--- config.mk ---
export PLATFORM = sky130hd
export DESIGN_NAME = sprite_io_regs
export DESIGN_NICKNAME = d
export VERILOG_FILES = /design/src/rtl/io_pkg.sv /design/src/rtl/sprite_axis_reg.sv /design/src/rtl/sprite_io_regs.sv
export SDC_FILE = /design/constraint.sdc
export NUM_CORES = 1
export LEC_CHECK = 0
export CORE_ASPECT_RATIO = 0.6
export CORE_MARGIN = 1
export CORE_UTILIZATION = 47
export DETAILED_ROUTE_END_ITERATION = 12
export GPL_TIMING_DRIVEN = 0
export HOLD_SLACK_MARGIN = 0.06
export PLACE_DENSITY = 0.93
export SLEW_MARGIN = 30
export SYNTH_ARGS = -nofsm -noshare
export SYNTH_HDL_FRONTEND = slang
export SYNTH_SLANG_ARGS = --single-unit
--- constraint.sdc ---
create_clock -name clk -period 3.3 [get_ports clk]
set_input_delay 0.66 -clock clk [delete_from_list [all_inputs] [get_ports clk]]
set_output_delay 0.66 -clock clk [all_outputs]
set_load 0.02 [all_outputs]
--- src/rtl/io_pkg.sv ---
// Shared I/O map constants and types for the memory-mapped peripherals.
package io_pkg;

  localparam int MEM_TOP       = 119;
  localparam int ADDR_SPRITE_X = 120;
  localparam int ADDR_SPRITE_Y = 121;

  localparam int POS_W = 10;

  typedef logic [POS_W-1:0] pos_t;

endpackage

--- src/rtl/sprite_axis_reg.sv ---
// One sprite axis: clamped CPU staging register plus the active register
// that the renderer sees, updated only on a commit strobe.
module sprite_axis_reg
  import io_pkg::*;
#(
  parameter int LIMIT = 608,
  parameter int INIT  = 0
) (
  input  logic        clk,
  input  logic        rst,
  input  logic        wr_en_i,
  input  logic        commit_i,
  input  logic [31:0] wd_i,
  output logic [9:0]  staging_o,
  output logic [9:0]  active_o
);

  pos_t staging_q, staging_d;
  pos_t active_q,  active_d;
  pos_t clamped;

  // Write data is a signed software coordinate; pin it to the visible range.
  always_comb begin
    clamped = wd_i[POS_W-1:0];
    if ($signed(wd_i) < 0)
      clamped = '0;
    else if ($signed(wd_i) > LIMIT)
      clamped = POS_W'(LIMIT);
  end

  always_comb begin
    staging_d = wr_en_i  ? clamped   : staging_q;
    active_d  = commit_i ? staging_q : active_q;
  end

  always_ff @(posedge clk or posedge rst) begin
    if (rst) begin
      staging_q <= POS_W'(INIT);
      active_q  <= POS_W'(INIT);
    end else begin
      staging_q <= staging_d;
      active_q  <= active_d;
    end
  end

  assign staging_o = staging_q;
  assign active_o  = active_q;

endmodule

--- src/rtl/sprite_io_regs.sv ---
// Sprite position registers: CPU writes staging values, which become active
// at the start of vertical blanking so the renderer never sees a torn update.
module sprite_io_regs
  import io_pkg::*;
#(
  parameter int SCREEN_W = 640,
  parameter int SCREEN_H = 480,
  parameter int SPRITE_W = 32,
  parameter int SPRITE_H = 32,
  parameter int INIT_X   = 0,
  parameter int INIT_Y   = 0
) (
  input  logic        clk,
  input  logic        rst,
  input  logic        we,
  input  logic        sprite_enbX,
  input  logic        sprite_enbY,
  input  logic [31:0] wd,
  output logic [31:0] rd,
  input  logic        vblank,
  output logic [9:0]  sprite_x,
  output logic [9:0]  sprite_y,
  output logic        update_pending,
  output logic [7:0]  frame_count
);

  logic       vblank_q;
  logic       vb_rise;
  logic       wr_x, wr_y;
  logic       pending_q, pending_d;
  logic [7:0] frame_q, frame_d;
  pos_t       staging_x, staging_y;

  assign vb_rise = vblank & ~vblank_q;
  // X wins when both selects are asserted.
  assign wr_x = we & sprite_enbX;
  assign wr_y = we & sprite_enbY & ~sprite_enbX;

  sprite_axis_reg #(
    .LIMIT(SCREEN_W - SPRITE_W),
    .INIT (INIT_X)
  ) u_axis_x (
    .clk      (clk),
    .rst      (rst),
    .wr_en_i  (wr_x),
    .commit_i (vb_rise),
    .wd_i     (wd),
    .staging_o(staging_x),
    .active_o (sprite_x)
  );

  sprite_axis_reg #(
    .LIMIT(SCREEN_H - SPRITE_H),
    .INIT (INIT_Y)
  ) u_axis_y (
    .clk      (clk),
    .rst      (rst),
    .wr_en_i  (wr_y),
    .commit_i (vb_rise),
    .wd_i     (wd),
    .staging_o(staging_y),
    .active_o (sprite_y)
  );

  // A write coinciding with commit lands after it, so it stays pending.
  always_comb begin
    pending_d = pending_q;
    if (wr_x || wr_y)
      pending_d = 1'b1;
    else if (vb_rise)
      pending_d = 1'b0;
    frame_d = vb_rise ? frame_q + 8'd1 : frame_q;
  end

  // vblank_q resets high so vblank already high at release is not an edge.
  always_ff @(posedge clk or posedge rst) begin
    if (rst) begin
      vblank_q  <= 1'b1;
      pending_q <= 1'b0;
      frame_q   <= '0;
    end else begin
      vblank_q  <= vblank;
      pending_q <= pending_d;
      frame_q   <= frame_d;
    end
  end

  always_comb begin
    rd = {pending_q, 23'b0, frame_q};
    if (sprite_enbX)
      rd = {22'b0, staging_x};
    else if (sprite_enbY)
      rd = {22'b0, staging_y};
  end

  assign update_pending = pending_q;
  assign frame_count    = frame_q;

endmodule
# Yosys cells after proc, flatten, opt, wreduce, memory -nomap -nowiden
# Cells that the tools add are included.
# W data, S select, Z words.
[totals]
ram_bits = 0
ff_bits = 50
elab_cells = 27
latch_bits = 0
input_bits = 38
mem_bits_ro = 0
memories = 0
output_inout_bits = 61
[classes]
order_cmp = 3
muxes = 8
n_reduce_logical = 2
n_div = 0
n_shift = 0
n_eq_ne = 0
add_sub_neg = 1
multipliers = 0
n_bitwise = 6
[ops]
columns = ["cell", "n"]
rows = [
  ["$mux W32", 2],
  ["$mux W10", 4],
  ["$gt A32 B10 Y1 const B", 1],
  ["$gt A32 B11 Y1 const B", 1],
  ["$lt A32 B1 Y1 const B", 1],
  ["$add A8 B1 Y8 const B", 1],
  ["$and A1 B1 Y1", 4],
  ["$mux W1", 2],
  ["$not A1 Y1", 2],
  ["$reduce_bool A2 Y1", 1],
  ["$logic_or A1 B1 Y1", 1],
]

# Depth between registers and ports, before layout
# Gate-level depths: netlist of the first run.
[logic_depth]
depth_word = 4
ltp_mapped = 6
mapped_depth_nobuf = 4

# Cells and area by module
# From an unflattened synthesis of the first run, not the netlist that was laid out.
[hier_totals]
hier_cells = 230
area_unflattened_um2 = 2563.7
[modules_own_cells]
columns = ["module", "cells_each", "area_each_um2", "seq_area_each_um2", "n_inst"]
rows = [
  ["sprite_axis_reg (u_axis_x)", 68, 904.6, 500.5, 1],
  ["sprite_axis_reg (u_axis_y)", 73, 872.1, 500.5, 1],
  ["sprite_io_regs", 89, 787.0, 251.5, 1],
]

# Worst setup path before layout of the first run
# OpenSTA, ideal clock, no wires.
[synth_timing]
kind = "input-to-output"
start = "input sprite_enbY"
end = "output rd[2]"
n_path_buf = 2
required_time_ps = 2640
t_arrival_ps = 1677
path_slack_ps = 963
path_stages = 4
cell_sequence = "clkbuf_1 -> buf_2 -> mux2i_1 -> o21ai_0"
[synth_via]
elab_chain_cells = 2
[synth_lines]
columns = ["element", "line", "rtl"]
rows = [
  ["from (decl)", "sprite_io_regs.sv:17", "input logic sprite_enbY,"],
  ["$mux W32", "sprite_io_regs.sv:92", "else if (sprite_enbY)"],
  ["$mux W32", "sprite_io_regs.sv:90", "if (sprite_enbX)"],
  ["to (decl)", "sprite_io_regs.sv:19", "output logic [31:0] rd,"],
]
# No other way between the ends.

# Worst setup path after layout of the first run
[layout_timing]
start = "input sprite_enbX"
end = "output rd[4]"
[layout_via]
elab_chain_cells = 1
[layout_lines]
columns = ["element", "line", "rtl"]
rows = [
  ["from (decl)", "sprite_io_regs.sv:16", "input logic sprite_enbX,"],
  ["$mux W32", "sprite_io_regs.sv:90", ""],
]
# No other way between the ends.

==> results of run 1 <==
-- area by class of cell --
cell class / count / area (um2) / share of cell area, %
inverter: 2 / 10.01 / 0.2876
tap: 66 / 82.58 / 2.372
multi-input combinational: 201 / 1075 / 30.88
clock buffer: 7 / 86.33 / 2.480
buffer: 34 / 209.0 / 6.003
timing repair buffer: 76 / 760.7 / 21.85
clock inverter: 1 / 5.005 / 0.1438
sequential: 50 / 1252 / 35.98
-- power by group --
group,internal (mW),switching (mW)
clock network,0.170,0.198
registers,0.673,0.0798
logic,0.224,0.239
-- worst paths after layout --
path | endpoint | depth (start not counted) | slack [ns] | start
max | rd[4] | 4 | 0.16 | sprite_enbX
min | u_axis_y.active_o[9]$_DFFE_PP0P_ | 2 | 0.48 | u_axis_y.active_o[9]$_DFFE_PP0P_
max reg2reg | u_axis_x.active_o[7]$_DFFE_PP0P_ | 5 | 1.72 | vblank_q$_DFF_PP1_
min reg2reg | u_axis_y.active_o[9]$_DFFE_PP0P_ | 2 | 0.48 | u_axis_y.active_o[9]$_DFFE_PP0P_
max in group asynchronous | frame_count[4]$_DFFE_PP0P_ | 2 | 2.10 | rst
min in group asynchronous | u_axis_y.active_o[7]$_DFFE_PP0P_ | 2 | 0.79 | rst
-- per-stage QoR --
step           util [%]  worst slack, ns  power, mW
2_1_floorplan         -           0.9629     0.9864
3_3_place_gp      66.98           0.1621      1.205
3_5_place_dp      67.03          0.07256      1.221
4_1_cts           68.84          0.02672      1.582
5_1_grt           68.86          0.01888      1.649
6_report          68.86           0.1615      1.583
-- sequential cells by signal (all words and copies together) (netlist names) --
name and flops:
u_axis_x.active_o 10, update_pending 1, frame_count 8, u_axis_x.staging_o 10
vblank_q 1, u_axis_y.active_o 10, u_axis_y.staging_o 10
-- worst reg2reg max path: cells and delay by family (launching register included) --
kind	cells	cell delay (ns)
buffers and inverters	2	0.67
flip-flops	1	0.54
AND/OR/NAND/NOR	3	0.31
-- cell usage in the layout (no fill, tap or decap), drive strengths merged, types with 2 or more instances in the layout --
cell type and count:
inv 2, a22o 8, nor3 4, a21oi 5, nand3 3, o21ai 16, clkbuf 19, nor4 8
mux2i 8, conb 21, dfrtp 49, nand2 86, xnor2 6, buf 22, clkdlybuf4s50 76, a41o 5
and3 2, nor2 9, nand4 3, and2 7
-- logic make-up (layout without fill, tap and decap cells) --
group	Yosys count	count (layout)	share of synthesized area, %
fa+ha+maj	1	1	0.5070
mux	8	8	3.246
flops	50	50	50.76
other cells	1	21	0.1520
simple gates	128	128	24.34
xor+xnor	7	7	2.485
buf+inv	36	120	8.722
compound gates	36	36	9.787
-- metal layers --
layer / wire, um / vias to the layer above / share of wire (%) / global-route usage, %
met4: 87 / 0 / 1.3 / 7.463
li1: - / 1061 / - / -
met2: 3136 / 127 / 47 / 42.24
met3: 511 / 12 / 7.7 / 6.037
met5: 0 / - / 0 / 0
met1: 2929 / 1098 / 44 / 35.59
-- what timing repair did --
item / CTS / global route
setup buffers: 0 / 0
gates resized for setup: 0 / 2
setup endpoints to repair: 0 / 7
==> impl_metrics.csv, run 1 <==
group,metric,value,unit
run_status,status,"finished, final reports clean",
yosys,syn-cell-area,2467,um2
yosys,ys_seq_area_share,50.76,%
power,max-vdd-ir-drop,0.3825,mV
clock_network,insertion_delay,0.29,ns
route,wl_per_cell,15.25,um
setup_path,worstPathArrival,2.48,ns
timing,tightest_slew,0.6081,ns
grt,grt_usage,26.15,%
cells_and_area,fill_cells,415,
placement,io_buffers,76,
setup_path,crit_path_frequent_cell,"clkdlybuf4s50_1",
yosys,synthTopCellsByArea,"dfrtp_1 50%, nand2_1 13%, buf_4 6.4%, mux2i_1 3.2%, o21ai_0 3.2%",
floorplanning,fp.dieH,58.13,um
timing,post-route-period-util,95.11,%
setup_path,critPathBufInv,3,
yosys,yosys_register_bits,50,
grt,first_global_vias,2257,
yosys,synth_edf_count,0,
clock_network,cts_hold_buf,0,
route,drc_errors,0,
route,dr.first_iter.drc_count,142,
floorplanning,rows,20,
setup_path,cp.required,2.64,ns
setup_path,crit_chain,"clkdlybuf4s50_1 > clkbuf_1 > o21ai_0 > clkdlybuf4s50_1",
cells_and_area,synthToLayoutAreaGrowth,41.08,%
floorplanning,design.core.area,5055,um2
timing,drv_slew,0,
placement,dpl-instance-area,3388,um2
power,power_density,454.8,nW/um2
yosys,synthCells,267,
route,drt-pass1-iter-count,5,
yosys,syn-mean-instance-area,9.241,um2
clock_network,cts.clk_slew.worst_paths,0.09,ns
placement,gp_congestion,0.8992,
clock_network,cts_made_buffers,5,
cells_and_area,diodes,0,
yosys,ys_warn_count,0,
grt,antenna_found_initial,0,
timing,fin_skew,0.003210,ns
setup_path,crit_slowest_cell,"clkdlybuf4s50_1",
setup_path,worstSetupEndpointType,"output pin",
setup_path,max_stage_delay,0.68,ns
placement,hpwlAfterDp,5.086,mm
clock_network,cts.sinks,50,
timing,hold_violations,0,
clock_network,cts_tree,"done",
timing,finalSetupTns,0,ns
yosys,ys.flop_type,"dfrtp_1",
yosys,yosys.area.top_type,"dfrtp_1",
floorplanning,pin_count,99,
cells_and_area,stdcell_count,437,
worst_hold_path,hold_class,"flip-flop to flip-flop",
setup_path,path_delay_family,"buffers and inverters",
yosys,synth_commonest_cells,"86 x nand2_1, 49 x dfrtp_1, 21 x buf_4",
timing,setup_violations,0,
yosys,async_flop_share,100.0,%
cells_and_area,drive_gt1_share,9.704,%
yosys,synth_top_area_share,49.70,%
route,viasPerCell,5.259,
clock_network,htreeDepth,2,
route,routed_wl,6.664,mm
clock_network,clock-root-buffer,"clkbuf_8",
power,cellLeakagePower,1.691,nW
clock_network,cts_buffer_depth,2,
cells_and_area,nets,409,
job,maxCapViolCount,0,
cells_and_area,fin_area,3481,um2
timing,fmax,318.6,MHz
floorplanning,start_util,48.81,%
grt,grt_pass1_wl,10.90,mm
placement,dp.cells,429,
yosys,yosysMostFrequentCell,"nand2_1",
setup_path,critPathMaxFanout,10,
route,final_antenna_net_count,0,
yosys,synth_cell_types,35,
timing,grt_setup_unrepaired,"false",
timing,max_slew_margin,59.09,%
timing,finalHoldWorstSlack,0.4782,ns
floorplanning,dieArea,5553,um2
route,num_vias,2298,
timing,min_period,3.139,ns
grt,grt_start_max_net_pins,51,
grt,overflow,0,
floorplanning,die_x,95.54,um
setup_path,start_kind,"input port",
setup_path,critPathKind,"input port to output pin",
Power figures use the tool's default switching activity.
==> run 2, diff against run 1 <==
--- a/config.mk
+++ b/config.mk
@@ -7,11 +7,11 @@
 export LEC_CHECK = 0
 export CORE_ASPECT_RATIO = 0.6
 export CORE_MARGIN = 1
-export CORE_UTILIZATION = 47
+export CORE_UTILIZATION = 39
 export DETAILED_ROUTE_END_ITERATION = 12
 export GPL_TIMING_DRIVEN = 0
 export HOLD_SLACK_MARGIN = 0.06
-export PLACE_DENSITY = 0.93
+export PLACE_DENSITY = 0.83
 export SLEW_MARGIN = 30
 export SYNTH_ARGS = -nofsm -noshare
 export SYNTH_HDL_FRONTEND = slang
==> constraint.sdc (replaced) <==
create_clock -name clk -period 2.53 [get_ports clk]
set_input_delay 0.506 -clock clk [delete_from_list [all_inputs] [get_ports clk]]
set_output_delay 0.506 -clock clk [all_outputs]
set_load 0.02 [all_outputs]
==> impl_metrics.csv, run 2 (same netlist as run 1, synthesis figures left out) <==
group,metric,value,unit
setup_path,ff2ff_path_depth,5,
floorplanning,fp.dieH,63.61,um
floorplanning,dieArea,6659,um2
placement,dpl-instance-area,3411,um2
cells_and_area,fin_util,57.51,%
clock_network,cts_hold_buf,0,
grt,grt_usage,20.99,%
clock_network,cts_buffer_depth,2,
timing,setup_violations,0,
clock_network,cts.sinks,50,
power,power.internal,1.452,mW
timing,max_slew_margin,59.86,%
clock_network,cts_made_buffers,5,
grt,first_global_vias,2185,
clock_network,cts.clk_slew.worst_paths,0.09,ns
power,cellLeakagePower,1.745,nW
floorplanning,rows,22,
grt,overflow,0,
setup_path,crit_slowest_cell,"clkdlybuf4s50_1",
route,wl_per_cell,13.96,um
route,final_antenna_net_count,0,
floorplanning,design.core.area,6111,um2
grt,grt_pass1_wl,10.81,mm
setup_path,crit_cells,5,
setup_path,cp.required,2.02,ns
route,dr.first_iter.drc_count,200,
power,max-vdd-ir-drop,0.3149,mV
setup_path,critPathBufInv,3,
setup_path,worstSetupEndpointType,"output pin",
worst_hold_path,hold_depth,2,
cells_and_area,synthToLayoutAreaGrowth,42.44,%
grt,antenna_found_initial,0,
job,maxCapViolCount,0,
timing,min_period,2.457,ns
run_status,status,"finished, final reports clean",
power,seq_power_share,45.8,%
cells_and_area,final_cell_mix,"86 x nand2_1, 65 x clkdlybuf4s50_1, 49 x dfrtp_1",
cells_and_area,diodes,0,
setup_path,reg2reg_slack,0.99,ns
setup_path,path_delay_family,"buffers and inverters",
power,p_clk_share,26.9,%
clock_network,post_cts_buffers,0,
clock_network,cts_tree,"done",
setup_path,start_kind,"input port",
power,sw_frac_of_total,32.00,%
timing,grt_setup_unrepaired,"false",
setup_path,critPathMaxFanout,10,
timing,hold_violations,0,
floorplanning,die_x,104.7,um
timing,drv_slew,0,
route,drt-pass1-iter-count,4,
timing,fmax,407.0,MHz
route,drc_errors,0,
floorplanning,start_util,40.38,%
route,viasPerCell,4.844,
cells_and_area,nets,409,
clock_network,clock-root-buffer,"clkbuf_8",
power,power_density,607.7,nW/um2
cells_and_area,fin_area,3515,um2
placement,io_buffers,76,
setup_path,max_stage_delay,0.60,ns
route,num_vias,2204,
placement,gp_congestion,0.8630,
cells_and_area,drive_gt1_share,10.24,%
grt,grt_start_max_net_pins,51,
route,routed_wl,6.352,mm
setup_path,worstPathArrival,1.95,ns
timing,tightest_slew,0.6021,ns
setup_path,critPathKind,"input port to output pin",
power,p_comb_share,27.3,%
cells_and_area,mostFrequentLayoutCell,"nand2_1",
clock_network,insertion_delay,0.31,ns
power,p_sw,683.4,uW
placement,hpwlAfterDp,4.991,mm
setup_path,crit_chain,"clkdlybuf4s50_1 > clkbuf_4 > nand2_1 > o21ai_0 > dlygate4sd2_1",
clock_network,htreeDepth,2,
worst_hold_path,hold_class,"flip-flop to flip-flop",
cells_and_area,fill_cells,556,
timing,post-route-period-util,97.11,%
floorplanning,pin_count,99,
timing,fin_skew,0.009791,ns
run 2: changes by cell type in the layout (fill, tap and decap cells not counted), sizes merged:
cell,before,now
clkdlybuf4s50,76,65
inv,2,3
dlygate4sd2,0,10
dlygate4sd1,0,1
bufinv,0,1
clkbuf,19,17
run 2: routing by layer:
| layer | vias to the layer above | global-route usage, % | wire length, um |
|---|---|---|---|
| met5 | - | 0 | 0 |
| met4 | 0 | 6.162 | 70 |
| li1 | 1061 | - | - |
| met3 | 5 | 4.555 | 546 |
| met1 | 1035 | 30.53 | 3023 |
| met2 | 103 | 31.29 | 2712 |
run 2: final timing paths:
path / startpoint / endpoint
worst max-delay path: sprite_enbX / rd[5]
worst min-delay path: u_axis_x.active_o[1]$_DFFE_PP0P_ / u_axis_x.active_o[1]$_DFFE_PP0P_
worst max register to register: vblank_q$_DFF_PP1_ / u_axis_y.active_o[8]$_DFFE_PP0P_
worst min register to register: u_axis_x.active_o[1]$_DFFE_PP0P_ / u_axis_x.active_o[1]$_DFFE_PP0P_
max in group asynchronous: rst / u_axis_x.staging_o[1]$_DFFE_PP0P_
min in group asynchronous: rst / u_axis_y.active_o[7]$_DFFE_PP0P_
run 2: area by class of cell:
type | count | area, um2 | area share [%]
clock buffer | 5 | 68.82 | 1.958
clock inverter | 3 | 43.79 | 1.246
timing repair buffer | 76 | 747.0 | 21.25
buffer | 34 | 212.7 | 6.052
tap | 84 | 105.1 | 2.990
sequential | 50 | 1252 | 35.64
multi-input combinational | 201 | 1075 | 30.58
inverter | 2 | 10.01 | 0.2848
run 2: stage by stage:
stage / power, mW / worst slack (ns) / cells / TNS, ns / hold slack (ns)
after floorplan: 1.287 / 0.5009 / 287 / 0 / 0.4523
after global placement: 1.578 / -0.4094 / 447 / -7.056 / 0.4614
after detailed placement: 1.595 / -0.4158 / 447 / -3.612 / 0.4658
after CTS: 2.156 / 0.08773 / 455 / 0 / 0.4876
after global routing: 2.254 / 0.001069 / 455 / 0 / 0.5131
final: 2.136 / 0.07313 / 455 / 0 / 0.4832
run 2: worst register-to-register path, stage by stage (launching register included):
cell      delay [ns]
dfstp_2         0.54
nand2b_1        0.09
clkbuf_1        0.25
clkbuf_1        0.41
nand2_1         0.11
nand2_1         0.08
run 2: power groups by stage:
stage / combinational [mW] / sequential (mW) / clock, mW
floorplan: 0.239 / 1.05 / 0
global placement: 0.588 / 0.990 / 0
detailed placement: 0.600 / 0.995 / 0
CTS: 0.586 / 0.981 / 0.589
global route: 0.635 / 0.998 / 0.621
finish: 0.583 / 0.979 / 0.574
run 2: repair_timing:
item / in CTS / in global routing
setup endpoints to repair: 11 / 2
endpoints found under the hold margin: 0 / 0
gates resized for setup: 14 / 3
==> run 3, diff against run 2 <==
--- a/config.mk
+++ b/config.mk
@@ -8,6 +8,7 @@
 export CORE_ASPECT_RATIO = 0.6
 export CORE_MARGIN = 1
 export CORE_UTILIZATION = 39
+export CTS_BUF_LIST = sky130_fd_sc_hd__clkbuf_16
 export DETAILED_ROUTE_END_ITERATION = 12
 export GPL_TIMING_DRIVEN = 0
 export HOLD_SLACK_MARGIN = 0.06
==> impl_metrics.csv, run 3 (same netlist as run 1, synthesis figures left out) <==
group,metric,value,unit
timing,post-route-period-util,97.95,%
power,max-vdd-ir-drop,0.3106,mV
grt,grt_usage,21.03,%
clock_network,insertion_delay,0.29,ns
clock_network,cts_hold_buf,0,
setup_path,reg2reg_to,"u_axis_y.active_o[8]$_DFFE_PP0P_",
cells_and_area,fill_cells,548,
timing,max_slew_margin,59.21,%
power,power_density,654.9,nW/um2
setup_path,ff2ff_path_depth,5,
clock_network,ctsResizeCount,14,
setup_path,critPathKind,"input port to output pin",
timing,tightest_slew,0.6119,ns
route,num_vias,2253,
setup_path,path_delay_family,"buffers and inverters",
grt,antenna_found_initial,0,
cells_and_area,nets,409,
grt,first_global_vias,2190,
timing,grt_setup_unrepaired,"false",
worst_hold_path,hold_depth,2,
grt,overflow,0,
cells_and_area,mostFrequentLayoutCell,"nand2_1",
route,viasPerCell,4.952,
setup_path,cp.required,2.02,ns
timing,fin_skew,0.006427,ns
route,wl_per_cell,14.17,um
clock_network,cts_tree,"done",
job,maxCapViolCount,0,
setup_path,max_stage_delay,0.61,ns
timing,fin_ws,0.05195,ns
timing,fmax,403.5,MHz
placement,io_buffers,76,
setup_path,start_kind,"input port",
floorplanning,fp.dieH,63.61,um
cells_and_area,drive_gt1_share,10.24,%
setup_path,worstPathArrival,1.97,ns
grt,grt_pass1_wl,10.90,mm
setup_path,worstSetupEndpointType,"output pin",
clock_network,cts.clk_slew.worst_paths,0.06,ns
timing,min_period,2.478,ns
floorplanning,design.core.area,6111,um2
route,drt-pass1-iter-count,5,
worst_hold_path,hold_class,"flip-flop to flip-flop",
route,routed_wl,6.447,mm
setup_path,reg2reg_slack,0.98,ns
grt,grt_start_max_net_pins,51,
clock_network,post_cts_buffers,0,
clock_network,cts.sinks,50,
timing,drv_slew,0,
run_status,status,"finished, final reports clean",
clock_network,clock-root-buffer,"clkbuf_16",
power,cellLeakagePower,1.768,nW
setup_path,crit_chain,"clkdlybuf4s50_1 > clkbuf_4 > nand2_1 > o21ai_0 > dlygate4sd2_1",
cells_and_area,final_cell_mix,"86 x nand2_1, 65 x clkdlybuf4s50_1, 49 x dfrtp_1",
power,power,2.339,mW
placement,hpwlAfterDp,4.991,mm
clock_network,cts_made_buffers,5,
floorplanning,die_x,104.7,um
cells_and_area,diodes,0,
route,drc_errors,0,
floorplanning,start_util,40.38,%
worst_hold_path,min_from,"u_axis_y.active_o[9]$_DFFE_PP0P_",
floorplanning,rows,22,
floorplanning,dieArea,6659,um2
setup_path,critPathMaxFanout,10,
setup_path,critPathBufInv,3,
route,dr.first_iter.drc_count,193,
timing,hold_violations,0,
placement,post-place-ws,-0.4158,ns
route,final_antenna_net_count,0,
setup_path,reg2reg_from,"vblank_q$_DFF_PP1_",
timing,setup_violations,0,
setup_path,crit_slowest_cell,"clkdlybuf4s50_1",
worst_hold_path,min_to,"u_axis_y.active_o[9]$_DFFE_PP0P_",
cells_and_area,synthToLayoutAreaGrowth,44.78,%
placement,gp_congestion,0.8630,
floorplanning,pin_count,99,
clock_network,htreeDepth,2,
clock_network,cts_buffer_depth,2,
run 3: worst max path at each step:
stage / start / to / slack, ns / cells past startpoint
finish: sprite_enbX / rd[5] / 0.05 / 5
detailed placement: sprite_enbX / rd[5] / -0.42 / 5
floorplan: sprite_enbY / rd[2] / 0.50 / 4
global placement: sprite_enbX / rd[5] / -0.41 / 5
global route: sprite_enbX / rd[7] / 0.0005 / 5
CTS: sprite_enbX / rd[5] / 0.08 / 5
run 3: area by class of cell:
cell class / instances / area (um2) / share of cell area, %
timing repair buffer: 76 / 748.2 / 20.95
inverter: 2 / 10.01 / 0.2802
buffer: 34 / 212.7 / 5.954
sequential: 50 / 1252 / 35.06
multi-input combinational: 201 / 1075 / 30.09
tap: 84 / 105.1 / 2.942
clock inverter: 3 / 43.79 / 1.226
clock buffer: 5 / 125.1 / 3.503
run 3: report_power, final:
part	internal (mW)	switching (mW)
combinational	0.278	0.307
clock	0.469	0.305
sequential	0.879	0.102
total	1.63	0.714
run 3: worst reg2reg max path, cell delays in order (launching register included):
cell and delay (ns):
dfstp_2 0.53, nand2b_1 0.09, clkbuf_1 0.25, clkbuf_1 0.43, nand2_1 0.11, nand2_1 0.08
run 3: metrics by stage:
step | area, um2 | TNS, ns | hold slack [ns] | utilization [%] | std cells
2_1_floorplan | 2542 | 0 | 0.4523 | - | 287
3_3_place_gp | 3408 | -7.056 | 0.4614 | 55.77 | 447
3_5_place_dp | 3411 | -3.612 | 0.4658 | 55.81 | 447
4_1_cts | 3571 | 0 | 0.4817 | 58.44 | 455
5_1_grt | 3572 | 0 | 0.5047 | 58.46 | 455
6_report | 3572 | 0 | 0.4784 | 58.46 | 455
run 3: routing by layer:
| metal | track usage (%) | vias to the layer above | wire length, um |
|---|---|---|---|
| li1 | - | 1066 | - |
| met1 | 30.90 | 1056 | 3056 |
| met2 | 31.37 | 121 | 2784 |
| met3 | 5.176 | 10 | 554 |
| met4 | 4.225 | 0 | 52 |
| met5 | 0 | - | 0 |
